<file path="config.mk">
export PLATFORM = sky130hd
export DESIGN_NAME = lsu_region_decoder
export DESIGN_NICKNAME = d
export VERILOG_FILES = /design/src/rtl/lsu_region_decoder.sv
export SDC_FILE = /design/constraint.sdc
export NUM_CORES = 1
export LEC_CHECK = 0
export ABC_AREA = 1
export ABC_CLOCK_PERIOD_IN_PS = 1490
export BUFFER_PORTS_ARGS = -buffer_cell sky130_fd_sc_hd__buf_2
export CORE_AREA = 2 2 121 123
export CTS_BUF_LIST = sky130_fd_sc_hd__clkbuf_4 sky130_fd_sc_hd__clkbuf_8
export CTS_CLUSTER_SIZE = 30
export DETAILED_ROUTE_END_ITERATION = 8
export DIE_AREA = 0 0 123 125
export PLACE_DENSITY = 0.73
export REMOVE_ABC_BUFFERS = 1
export SLEW_MARGIN = 30
export SYNTH_ARGS = -nofsm -noshare
export SYNTH_HDL_FRONTEND = slang
export SYNTH_SLANG_ARGS = --single-unit
</file>
<file path="constraint.sdc">
create_clock -name i_clk -period 1.49 [get_ports i_clk]
set_input_delay 0.298 -clock i_clk [delete_from_list [all_inputs] [get_ports i_clk]]
set_output_delay 0.298 -clock i_clk [all_outputs]
set_load 0.05 [all_outputs]
</file>
<file path="src/rtl/lsu_region_decoder.sv">
// Registered LSU address decoder: matches each access against base/mask regions, forwards it to
// the single winning target, waits for that target's ack (or a timeout) and returns one response.
module lsu_region_decoder #(
    parameter int NUM_REGIONS = 4,
    parameter int ADDR_W      = 32,
    parameter int DATA_W      = 32,
    parameter logic [NUM_REGIONS*ADDR_W-1:0] REGION_BASE =
        {32'h4000_0000, 32'h0000_7000, 32'h0000_2000, 32'h0000_7000},
    parameter logic [NUM_REGIONS*ADDR_W-1:0] REGION_MASK =
        {32'hFFFF_0000, 32'hFFFF_F000, 32'hFFFF_E000, 32'hFFFF_FF00},
    parameter int TIMEOUT     = 16
) (
    input  logic                          i_clk,
    input  logic                          i_rst,
    input  logic                          i_lsu_req,
    output logic                          o_lsu_ready,
    input  logic                          i_lsu_wren,
    input  logic [ADDR_W-1:0]             i_lsu_addr,
    input  logic [DATA_W-1:0]             i_lsu_wdata,
    output logic                          o_lsu_rvalid,
    output logic [DATA_W-1:0]             o_lsu_rdata,
    output logic                          o_lsu_err,
    output logic [NUM_REGIONS-1:0]        o_tgt_sel,
    output logic                          o_tgt_wren,
    output logic [ADDR_W-1:0]             o_tgt_addr,
    output logic [DATA_W-1:0]             o_tgt_wdata,
    input  logic [NUM_REGIONS-1:0]        i_tgt_ack,
    input  logic [NUM_REGIONS*DATA_W-1:0] i_tgt_rdata,
    output logic [1:0]                    o_dbg_state
);

    localparam int CNT_W = $clog2(TIMEOUT);

    localparam logic [1:0] ST_IDLE     = 2'd0;
    localparam logic [1:0] ST_ACCESS   = 2'd1;
    localparam logic [1:0] ST_RESP     = 2'd2;
    localparam logic [1:0] ST_RESP_ERR = 2'd3;

    logic [1:0]             state;
    logic [CNT_W-1:0]       wait_cnt;
    logic [NUM_REGIONS-1:0] match;
    logic [NUM_REGIONS-1:0] win_sel;
    logic [DATA_W-1:0]      sel_rdata;
    logic                   sel_ack;

    always_comb begin
        match = '0;
        for (int i = 0; i < NUM_REGIONS; i++) begin
            match[i] = (i_lsu_addr & REGION_MASK[i*ADDR_W +: ADDR_W]) ==
                       (REGION_BASE[i*ADDR_W +: ADDR_W] & REGION_MASK[i*ADDR_W +: ADDR_W]);
        end
    end

    // Isolating the lowest set bit resolves overlaps in favour of the lowest region index.
    assign win_sel = match & (~match + NUM_REGIONS'(1));

    always_comb begin
        sel_rdata = '0;
        for (int i = 0; i < NUM_REGIONS; i++) begin
            if (o_tgt_sel[i]) begin
                sel_rdata = sel_rdata | i_tgt_rdata[i*DATA_W +: DATA_W];
            end
        end
    end

    assign sel_ack     = |(i_tgt_ack & o_tgt_sel);
    assign o_lsu_ready = (state == ST_IDLE);
    assign o_dbg_state = state;

    always_ff @(posedge i_clk) begin
        if (i_rst) begin
            state        <= ST_IDLE;
            wait_cnt     <= '0;
            o_lsu_rvalid <= 1'b0;
            o_lsu_err    <= 1'b0;
            o_lsu_rdata  <= '0;
            o_tgt_sel    <= '0;
            o_tgt_wren   <= 1'b0;
            o_tgt_addr   <= '0;
            o_tgt_wdata  <= '0;
        end else begin
            case (state)
                ST_IDLE: begin
                    if (i_lsu_req) begin
                        if (|match) begin
                            state       <= ST_ACCESS;
                            wait_cnt    <= '0;
                            o_tgt_sel   <= win_sel;
                            o_tgt_wren  <= i_lsu_wren;
                            o_tgt_addr  <= i_lsu_addr;
                            o_tgt_wdata <= i_lsu_wdata;
                        end else begin
                            state        <= ST_RESP_ERR;
                            o_lsu_rvalid <= 1'b1;
                            o_lsu_err    <= 1'b1;
                            o_lsu_rdata  <= '0;
                        end
                    end
                end
                ST_ACCESS: begin
                    // An ack in the final wait cycle still completes the access normally.
                    if (sel_ack) begin
                        state        <= ST_RESP;
                        o_tgt_sel    <= '0;
                        o_lsu_rvalid <= 1'b1;
                        o_lsu_err    <= 1'b0;
                        o_lsu_rdata  <= o_tgt_wren ? '0 : sel_rdata;
                    end else if (wait_cnt == CNT_W'(TIMEOUT - 1)) begin
                        state        <= ST_RESP_ERR;
                        o_tgt_sel    <= '0;
                        o_lsu_rvalid <= 1'b1;
                        o_lsu_err    <= 1'b1;
                        o_lsu_rdata  <= '0;
                    end else begin
                        wait_cnt <= wait_cnt + CNT_W'(1);
                    end
                end
                default: begin
                    state        <= ST_IDLE;
                    o_lsu_rvalid <= 1'b0;
                    o_lsu_err    <= 1'b0;
                    o_lsu_rdata  <= '0;
                end
            endcase
        end
    end

endmodule

</file>
# ---- Yosys cells after proc, flatten, opt, wreduce, memory -nomap -nowiden
# Cells that the tools add are included.
# W data, S select, Z words.
dict set report word_totals {
  output_inout_bits 106
  latchBits 0
  mem_bits_rw 0
  mem_count 0
  wordCells 70
  romBits 0
  ff_bits 109
}
dict set report classes {
  bitwise_logic 6
  n_reduce_logical 9
  n_mux 32
  add_sub_neg 2
  shifts 0
  n_eq_ne 12
  n_div 0
  order_cmp 0
  multipliers 0
}
# cell n
set ops {}
lappend ops {{$mux W32} 9}
lappend ops {{$or A32 B32 Y32} 3}
lappend ops {{$pmux W32 S2} 1}
lappend ops {{$mux W4} 8}
lappend ops {{$eq A24 B7 Y1 const B} 1}
lappend ops {{$eq A20 B3 Y1 const B} 1}
lappend ops {{$eq A19 B1 Y1 const B} 1}
lappend ops {{$eq A16 B15 Y1 const B} 1}
lappend ops {{$pmux W4 S2} 2}
lappend ops {{$add A4 B1 Y4 const B} 2}
lappend ops {{$and A4 B4 Y4} 2}
lappend ops {{$mux W2} 4}
lappend ops {{$ne A2 B2 Y1 const B} 4}
lappend ops {{$reduce_or A4 Y1} 2}
lappend ops {{$reduce_and A3 Y1} 2}
lappend ops {{$mux W1} 5}
lappend ops {{$reduce_and A5 Y1} 1}
lappend ops {{$eq A4 B4 Y1 const B} 1}
lappend ops {{$not A4 Y4} 1}
lappend ops {{$pmux W1 S2} 2}
lappend ops {{$pmux W2 S2} 1}
lappend ops {{$reduce_and A4 Y1} 1}
lappend ops {{$ne A3 B3 Y1 const B} 1}
lappend ops {{$eq A2 B1 Y1 const B} 1}
lappend ops {{4 further kinds} 4}

# ---- Depth between registers and ports, before layout
# Gate-level depths: netlist of run 1.
dict set report depth {
  word_depth 10
  ltp_mapped 12
  ltp_nobuf 10
}

# ---- Worst setup path before layout of run 1
# No wires, ideal clock.
dict set report synth_timing {
  path_type {reg2reg}
  from {reg state[1], in the netlist o_dbg_state[1]}
  to {reg o_lsu_rdata[10]}
  stages_incl_launch_ff 11
  required_ps 1420
  path_slack_ps -330
  path_buffers 1
  setup_time_ps 70
  arrival_time_ps 1749
  path_cell_list {dfxtp_1 > nor2_4 > inv_1 > nor2_1 > inv_1 > nand2_1 > inv_1 > nand2_2 > buf_4 > nand2_1 > a21oi_1}
}
dict set report synth_via {
  elab_chain_len 3
  elab_cells_between_ends 7
  cone_classes {eq/ne (4); mux (1); reduce/logical (2)}
}
# item line
set synth_rtl {}
lappend synth_rtl {{start: declaration} 39} ;# logic [1:0] state;
lappend synth_rtl {{start signal: assignment} 72} ;# state <= ST_IDLE;
lappend synth_rtl {{start signal: assignment} 86} ;# state <= ST_ACCESS;
lappend synth_rtl {{start signal: assignment} 93} ;# state <= ST_RESP_ERR;
lappend synth_rtl {{$logic_not A2 Y1 (*)} --}
lappend synth_rtl {{net o_lsu_ready} 16} ;# output logic o_lsu_ready,
lappend synth_rtl {{$ne A2 B2 Y1 (no source line)} --}
lappend synth_rtl {{$reduce_and A3 Y1 (no source line)} --}
lappend synth_rtl {{end signal: assignment} 107} ;# o_lsu_rdata <= o_tgt_wren ? '0 : sel_rdata;
lappend synth_rtl {{end: declaration} 21} ;# output logic [DATA_W-1:0] o_lsu_rdata,
# The timed path passes the listed nets; every way through them passes the cells marked *.
# A chain may end at the register's enable or synchronous reset.

# ---- Worst setup path in the final report of run 1
dict set report layout_timing {
  from {reg state[0], in the netlist o_dbg_state[0]}
  to {out o_lsu_ready}
}
dict set report layout_via {
  elab_chain_len 1
}
# item line
set layout_rtl {}
lappend layout_rtl {{$logic_not A2 Y1} 67} ;# assign o_lsu_ready = (state == ST_IDLE);
lappend layout_rtl {{end: declaration} 16}
# Every way passes these cells.

==> results of run 1 <==
cell usage in the layout, fill, tap and decap left out, types with 4 or more instances in the layout:
| cell type | instances |
|---|---|
| nand2_1 | 239 |
| nand3_2 | 4 |
| dfxtp_4 | 5 |
| buf_4 | 25 |
| o21ai_1 | 12 |
| nor2_2 | 4 |
| dfxtp_1 | 101 |
| buf_12 | 10 |
| bufbuf_16 | 4 |
| a21oi_1 | 37 |
| nor2_1 | 75 |
| clkbuf_16 | 4 |
| clkbuf_8 | 9 |
| buf_2 | 299 |
| inv_1 | 128 |
| buf_6 | 9 |
| nand3_1 | 57 |
| a21oi_2 | 4 |
| nor2_4 | 4 |
| nand4_1 | 34 |
| o21ai_0 | 41 |
area by class of cell:
type | count | area, µm² | area share
Tap cell | 184 | 230 | 0.0297
Clock buffer | 10 | 131 | 0.0170
Sequential cell | 109 | 2200 | 0.285
Timing Repair Buffer | 351 | 2220 | 0.286
Inverter | 130 | 490 | 0.0634
Multi-Input combinational cell | 526 | 2410 | 0.312
Clock inverter | 6 | 53.8 | 0.00695
per-layer routing:
layer	vias up	GRT usage
met4	0	0.0782
li1	3145	-
met2	278	0.358
met5	-	0
met1	2737	0.270
met3	36	0.0616
worst max-delay path: cells and delay by family, from the launching register on:
kind / cells / cell delay, ns
DFF: 1 / 0.36
buffers and inverters: 2 / 0.26
and+or+nand+nor: 1 / 0.12
worst min-delay path by stage:
stage,slack (ns),end,cells after the start
final,0.12,o_tgt_wdata[30],3
after global routing,0.13,o_tgt_addr[1],3
after CTS,0.1,o_tgt_addr[3],3
after detailed placement,0.44,o_lsu_err,2
after global placement,0.43,o_lsu_err,2
after floorplan,0.37,o_lsu_rdata[0],1
kinds of logic after synthesis:
family,synth area share
and+or+nand+nor,0.351
DFF,0.418
adders and majority gates,0.00239
AOI/OAI and AO/OA,0.0900
buffers and inverters,0.137
xor gates and xnor gates,0.00168
registers in the layout, summed over array words and instances (netlist names):
register      flops
o_tgt_sel         4
o_dbg_state       2
o_lsu_rvalid      1
o_tgt_wren        1
o_lsu_rdata      32
o_tgt_addr       32
wait_cnt          4
o_tgt_wdata      32
o_lsu_err         1
through the flow:
| stage | std cells | hold slack, ns | total power, µW | setup WS [ns] | TNS, ns |
|---|---|---|---|---|---|
| final | 1316 | 0.125 | 8190 | 0.0601 | 0 |
| after detailed placement | 1285 | 0.438 | 5540 | -0.258 | -20.04 |
| after global placement | 1285 | 0.431 | 5540 | -0.194 | -14.75 |
| after global routing | 1316 | 0.129 | 8640 | -0.0332 | -0.407 |
| after floorplan | 765 | 0.367 | 4590 | -0.845 | -73.73 |
| after CTS | 1305 | 0.0970 | 7760 | 0.00825 | 0 |
what timing repair did:
action | in CTS | in global routing
setup endpoints to repair | 6 | 46
buffers inserted | 0 | 5
gates resized for setup | 27 | 36
hold buffers | 0 | 0
pin swaps | 0 | 8
cloned | 4 | 6
power breakdown:
part | internal [µW] | total, µW | switching (µW) | leakage (µW)
Sequential | 3050 | 3160 | 118 | 0.000884
Combinational | 1450 | 3280 | 1820 | 0.00300
Clock | 660 | 1750 | 1090 | 0.0000981
Total | 5160 | 8190 | 3030 | 0.00398
==> results.md, run 1 <==
- Status: completed
- Pwr per Cell Area: 1060 mW/mm²
- Synth top area share: 0.418
- Global-route usage over all layers: 0.218
- Antenna violations before repair: 0
- Synthesized instance count: slightly above 800
- CTS tree: built
- Post-synth EDFFs: 0
- Period minus WS final: 1.43 ns
- Final ANT Viol Nets: 0
- Final nets: ~1300
- Highest metal used: met4
- Drt pass-1 iters: 6
- Longest Clk Path Bufs: 2
- Met3 WL post-DR: roughly 1600 µm
- Most used standard cell by instance count after synthesis: nand2_1
- Clock-pin slew on the worst setup and hold paths: 0.11 ns
- H-tree depth: 3
- Filler cell count: ~1400
- Worst-case reg-to-reg path depth: 10
- Gr ovfl total: 0
- CP required: about 1.2 ns
- Unrepaired setup endpoints after global routing: true
- Largest net degree at the start of global routing: 73
- Post-Synthesis Cell Area: around 0.0052 mm²
- Antenna diodes: 0
- Setup violations, final: 0
- Share of layout cells above drive strength 1: 0.353
- Clk sinks: around 110
- Placed instance area: 0.00706 mm²
- Die H: approximately 130 µm
- Total wire length: around 18000 µm
- Number of port buffers: between 300 and 400
- Crit path max-delay cell type: dfxtp_2
- Number of remaining DRC errors: 0
- Effective utilization at floorplan: 0.368
- Vias: slightly above 6000
- Max VDD drop: 714 µV
- Clk root buf: clkbuf_8
- Max-Cap Viols: 0
- Setup crit end kind: output pin
- Count of cell types in the netlist: 27
- I/O pin total: 306
- Startpoint types: flip-flop
- Crit path cell chain: nor2_4 -> buf_4 -> buf_6
- Top cells by count, synth: 243 x nand2_1, 129 x inv_1, 109 x dfxtp_1
- Critical setup path kind: reg2out
- Vias in the first global route: 5499
- Worst EP arrival: around 1.1 ns
- RD Place Congestion: 0.862
- Worst setup path end: o_lsu_ready
- 1st-iter DRT viols: a little under 300
- Reg-to-reg slack, setup: ~0.06 ns
- Cell taking the most area after synthesis: dfxtp_1
- Vias per cell: 4.71
- Reg2reg start: o_tgt_sel[2]
- Fmax: roughly 700 MHz
- Ys flop type: dfxtp_1
- Async SR Flop Fraction: 0
- Worst Max-Slew Pin Slew: between 0.4 and 0.5 ns
- Row Count: 44
- Post-Route M1 WL: approximately 7400 µm
- Peak per-stage delay on the critical path: about 0.36 ns
- First-pass GRT wire length: approximately 27000 µm
- Critical path peak fanout: 3
- Average wire per standard cell: 13.6 µm
- Fin. Hold Viols: 0
- Hold_sp: i_lsu_wdata[30]
- CTS Buf Count: 9
- Synthesized area per cell: 6.42 µm²
- Hpwl dp: ~12000 µm
- Slew headroom: 0.677
- Worst Setup SP: o_dbg_state[0]
- Seq/Total Area, Yosys: 0.418
- Total die area: around 0.015 mm²
- Final instance area: between 0.007 and 0.008 mm²
- P_leak: 0.00398 µW
- Period utilization: 0.960
- Core area: 0.0142 mm²
- Die width: 123 µm
- Synth area leaders: dfxtp_1 42%, nand2_1 17%, inv_1 9.3%, nand3_1 5.6%, nor2_1 5.6%
- Pins over their slew limit: 0
- #FFs+latches synth: about 110
- YS warnings: 0
- Clk Latency, worst-skew pair: approximately 0.40 ns
- Met2 routed WL: ~8400 µm
- Syn-to-layout area delta: 48.1%
- Worst reg2reg endpoint: o_lsu_rdata[23]
- Fin util: 0.545
- Hold Crit Class: in2reg
- Max Clock Skew: a little over 0.007 ns
(Power assumes the default switching activity.)
==> inputs of run 2 (changes only) <==
--- a/config.mk
+++ b/config.mk
@@ -8,12 +8,12 @@
 export ABC_AREA = 1
 export ABC_CLOCK_PERIOD_IN_PS = 1490
 export BUFFER_PORTS_ARGS = -buffer_cell sky130_fd_sc_hd__buf_2
-export CORE_AREA = 2 2 121 123
+export CORE_AREA = 2 2 120 122
 export CTS_BUF_LIST = sky130_fd_sc_hd__clkbuf_4 sky130_fd_sc_hd__clkbuf_8
 export CTS_CLUSTER_SIZE = 30
 export DETAILED_ROUTE_END_ITERATION = 8
-export DIE_AREA = 0 0 123 125
-export PLACE_DENSITY = 0.73
+export DIE_AREA = 0 0 122 124
+export PLACE_DENSITY = 0.76
 export REMOVE_ABC_BUFFERS = 1
 export SLEW_MARGIN = 30
 export SYNTH_ARGS = -nofsm -noshare
==> run 2 against run 1 <==
Combinational power rose by 3%. Count of clock-buffer cells in the layout unchanged. Critical path depth grew 7. Clock power up 6%. Global-route usage shrank 0.94 points. Flip-flop and latch count stayed put. Design area increased by 1.1%. Worst hold slack improved by 0.022 ns. Largest power group unchanged. Highest routed layer unchanged. Non-clock buffer count unchanged. Die area shrank 1.6%.
==> results.md, run 2 (synthesis results as in run 1) <==
- DP Worst Slack: -0.289 ns (was -0.258 ns)
- Largest net degree at the start of global routing: 72 (was 73)
- Placed instance area: 0.00706 mm² (about the same)
- P_leak: 0.00400 µW (was 0.00398 µW)
- Clock power share: 0.222 (was 0.214)
- Crit path max-delay cell type: dfxtp_4 (was dfxtp_2)
- Row Count: 43 (was 44)
- Largest registers: o_lsu_rdata (32), o_tgt_addr (32), o_tgt_wdata (32) (unchanged)
- Setup TNS: 0 ns (unchanged)
- Worst EP arrival: 1.79 ns (was 1.13 ns)
- Gr ovfl total: 0 (unchanged)
- Period minus WS final: 1.48 ns (was 1.43 ns)
- Critical path peak fanout: 9 (was 3)
- Global-route usage over all layers: 0.209 (was 0.218)
- I/O pin total: 306 (unchanged)
- Met2 Use GR: 0.351 (was 0.358)
- Number of remaining DRC errors: 0 (unchanged)
- Final cell count without fillers: 1311 (was 1316)
- Setup crit end kind: flip-flop (was output pin)
- Unrepaired setup endpoints after global routing: true (unchanged)
- CTS tree: built (unchanged)
- Crit path cell chain: nor2_4 -> inv_1 -> nor2_2 -> inv_1 -> nand2_4 -> inv_4 -> nand2_8 -> clkbuf_16 -> nand2_1 -> a21oi_1 (was nor2_4 -> buf_4 -> buf_6)
- GRT met3 Usage: 0.0572 (was 0.0616)
- Antenna violations before repair: 0 (unchanged)
- Critical setup path kind: reg2reg (was reg2out)
- Number of port buffers: 305 (unchanged)
- Filler cell count: 1360 (was 1410)
- Average wire per standard cell: 13.7 µm (was 13.6 µm)
- Vias: 6169 (was 6196)
- Most frequent cells in the layout: 299 x buf_2, 235 x nand2_1, 127 x inv_1 (was 299 x buf_2, 239 x nand2_1, 128 x inv_1)
- First-pass GRT wire length: 25100 µm (was 26700 µm)
- Most common cell after layout, fill and taps aside: buf_2 (unchanged)
- Antenna diodes: 0 (unchanged)
- Fmax: 674 MHz (was 699 MHz)
- GR peak layer: met2 (unchanged)
- Startpoint types: flip-flop (unchanged)
- Status: completed (unchanged)
- Final instance area: 0.00783 mm² (was 0.00774 mm²)
- CP top delay family: simple AND/OR/NAND/NOR gates (was flip-flops)
- Inst Count DP: 1281 (was 1285)
- Hold Slack: 0.146 ns (was 0.125 ns)
- Fin. Hold Viols: 0 (unchanged)
- Drt pass-1 iters: 5 (was 6)
- Peak per-stage delay on the critical path: 0.37 ns (was 0.36 ns)
- Effective utilization at floorplan: 0.381 (was 0.368)
- Sw Share: 0.363 (was 0.370)
- Total die area: 0.0151 mm² (was 0.0154 mm²)
- CTS hold repair buffers: 0 (unchanged)
- Clk sinks: 109 (unchanged)
- Share of layout cells above drive strength 1: 0.367 (was 0.353)
- Cell internal pwr: 5340 µW (was 5160 µW)
- Hold Crit Class: in2reg (unchanged)
- CTS Buf Count: 9 (unchanged)
- CP required: 1.80 ns (was 1.19 ns)
- Clk Latency, worst-skew pair: 0.38 ns (was 0.40 ns)
- Met1 global-route usage: 0.263 (was 0.270)
- Switching power: 3050 µW (was 3030 µW)
- 1st-iter DRT viols: 449 (was 290)
- Comb pwr share: 0.401 (was 0.400)
- Max Clock Skew: 0.00812 ns (was 0.00713 ns)
- Most frequent CP cell: inv_1
- Vias per cell: 4.71 (about the same)
- Crit path buffers/inverters: 4 (was 2)
- Pwr per Cell Area: 1070 mW/mm² (was 1060 mW/mm²)
- Slew headroom: 0.782 (was 0.677)
- RD Place Congestion: 0.787 (was 0.862)
- Reg power frac: 0.377 (was 0.386)
- Max-Cap Viols: 0 (unchanged)
- Pins over their slew limit: 0 (unchanged)
- Die width: 122 µm (was 123 µm)
- Period utilization: 0.996 (was 0.960)
- Max VDD drop: 777 µV (was 714 µV)
- H-tree depth: 3 (unchanged)
- Longest Clk Path Bufs: 2 (unchanged)
- Final ANT Viol Nets: 0 (unchanged)
- Clock-pin slew on the worst setup and hold paths: 0.10 ns (was 0.11 ns)
- Setup violations, final: 0 (unchanged)
- Vias in the first global route: 5148 (was 5499)
- Core area: 0.0137 mm² (was 0.0142 mm²)
- Die H: 124 µm (was 125 µm)
- Worst Max-Slew Pin Slew: 0.324 ns (was 0.479 ns)
- Total wire length: 18000 µm (was 17900 µm)
- Hpwl dp: 12000 µm (was 11900 µm)
- Post-route setup slack: 0.00635 ns (was 0.0601 ns)
- Final nets: 1328 (unchanged)
- Clk root buf: clkbuf_8 (unchanged)
- Syn-to-layout area delta: 49.8% (was 48.1%)
==> run 2: per-layer routing <==
layer  vias to the layer above  wire (µm)  share of wire
met5                         -          0              0
met4                         0        265          0.015
met3                        29       1330          0.074
met2                       258       8940           0.50
met1                      2745       7490           0.42
li1                       3137          -              -
==> run 2: cell type report <==
cell class                 count  area (µm²)  share of cell area
multi-input combinational    526        2480               0.317
timing repair buffer         351        2220               0.284
sequential                   109        2200               0.282
inverter                     130         490              0.0627
tap                          180         225              0.0288
clock buffer                  10         131              0.0168
clock inverter                 5        67.6             0.00863
==> run 2: worst paths after layout <==
check / startpoint / end / slack, ns / depth (start not counted)
worst max-delay path: o_dbg_state[0] / o_lsu_rdata[17] / 0.006 / 10
worst min-delay path: i_lsu_addr[2] / o_tgt_addr[2] / 0.15 / 3
worst max register to register: o_dbg_state[0] / o_lsu_rdata[17] / 0.006 / 10
worst min register to register: o_lsu_err / o_lsu_err / 0.45 / 2
==> run 2: power groups by stage <==
stage	Combinational [µW]	Clock, µW	Sequential [µW]
after floorplan	956	0	3630
after global placement	2380	0	3150
after detailed placement	2400	0	3160
after CTS	2710	1950	3130
after global routing	3630	2050	3180
final	3370	1860	3160
==> run 2: worst min-delay path, cell delays in order <==
cell and delay (ns):
buf_2 0.08, o21ai_1 0.06, nor2_1 0.07
==> run 2: what timing repair did <==
item,4_1_cts,5_1_grt
pin swaps,0,12
endpoints found under the setup margin,13,53
buffers inserted,2,5
gates resized for setup,28,63
cloned,2,7
==> run 2: per-stage QoR <==
stage          power (µW)  utilization
2_1_floorplan        4590            -
3_3_place_gp         5530        0.514
3_5_place_dp         5550        0.514
4_1_cts              7780        0.541
5_1_grt              8860        0.571
6_report             8390        0.571
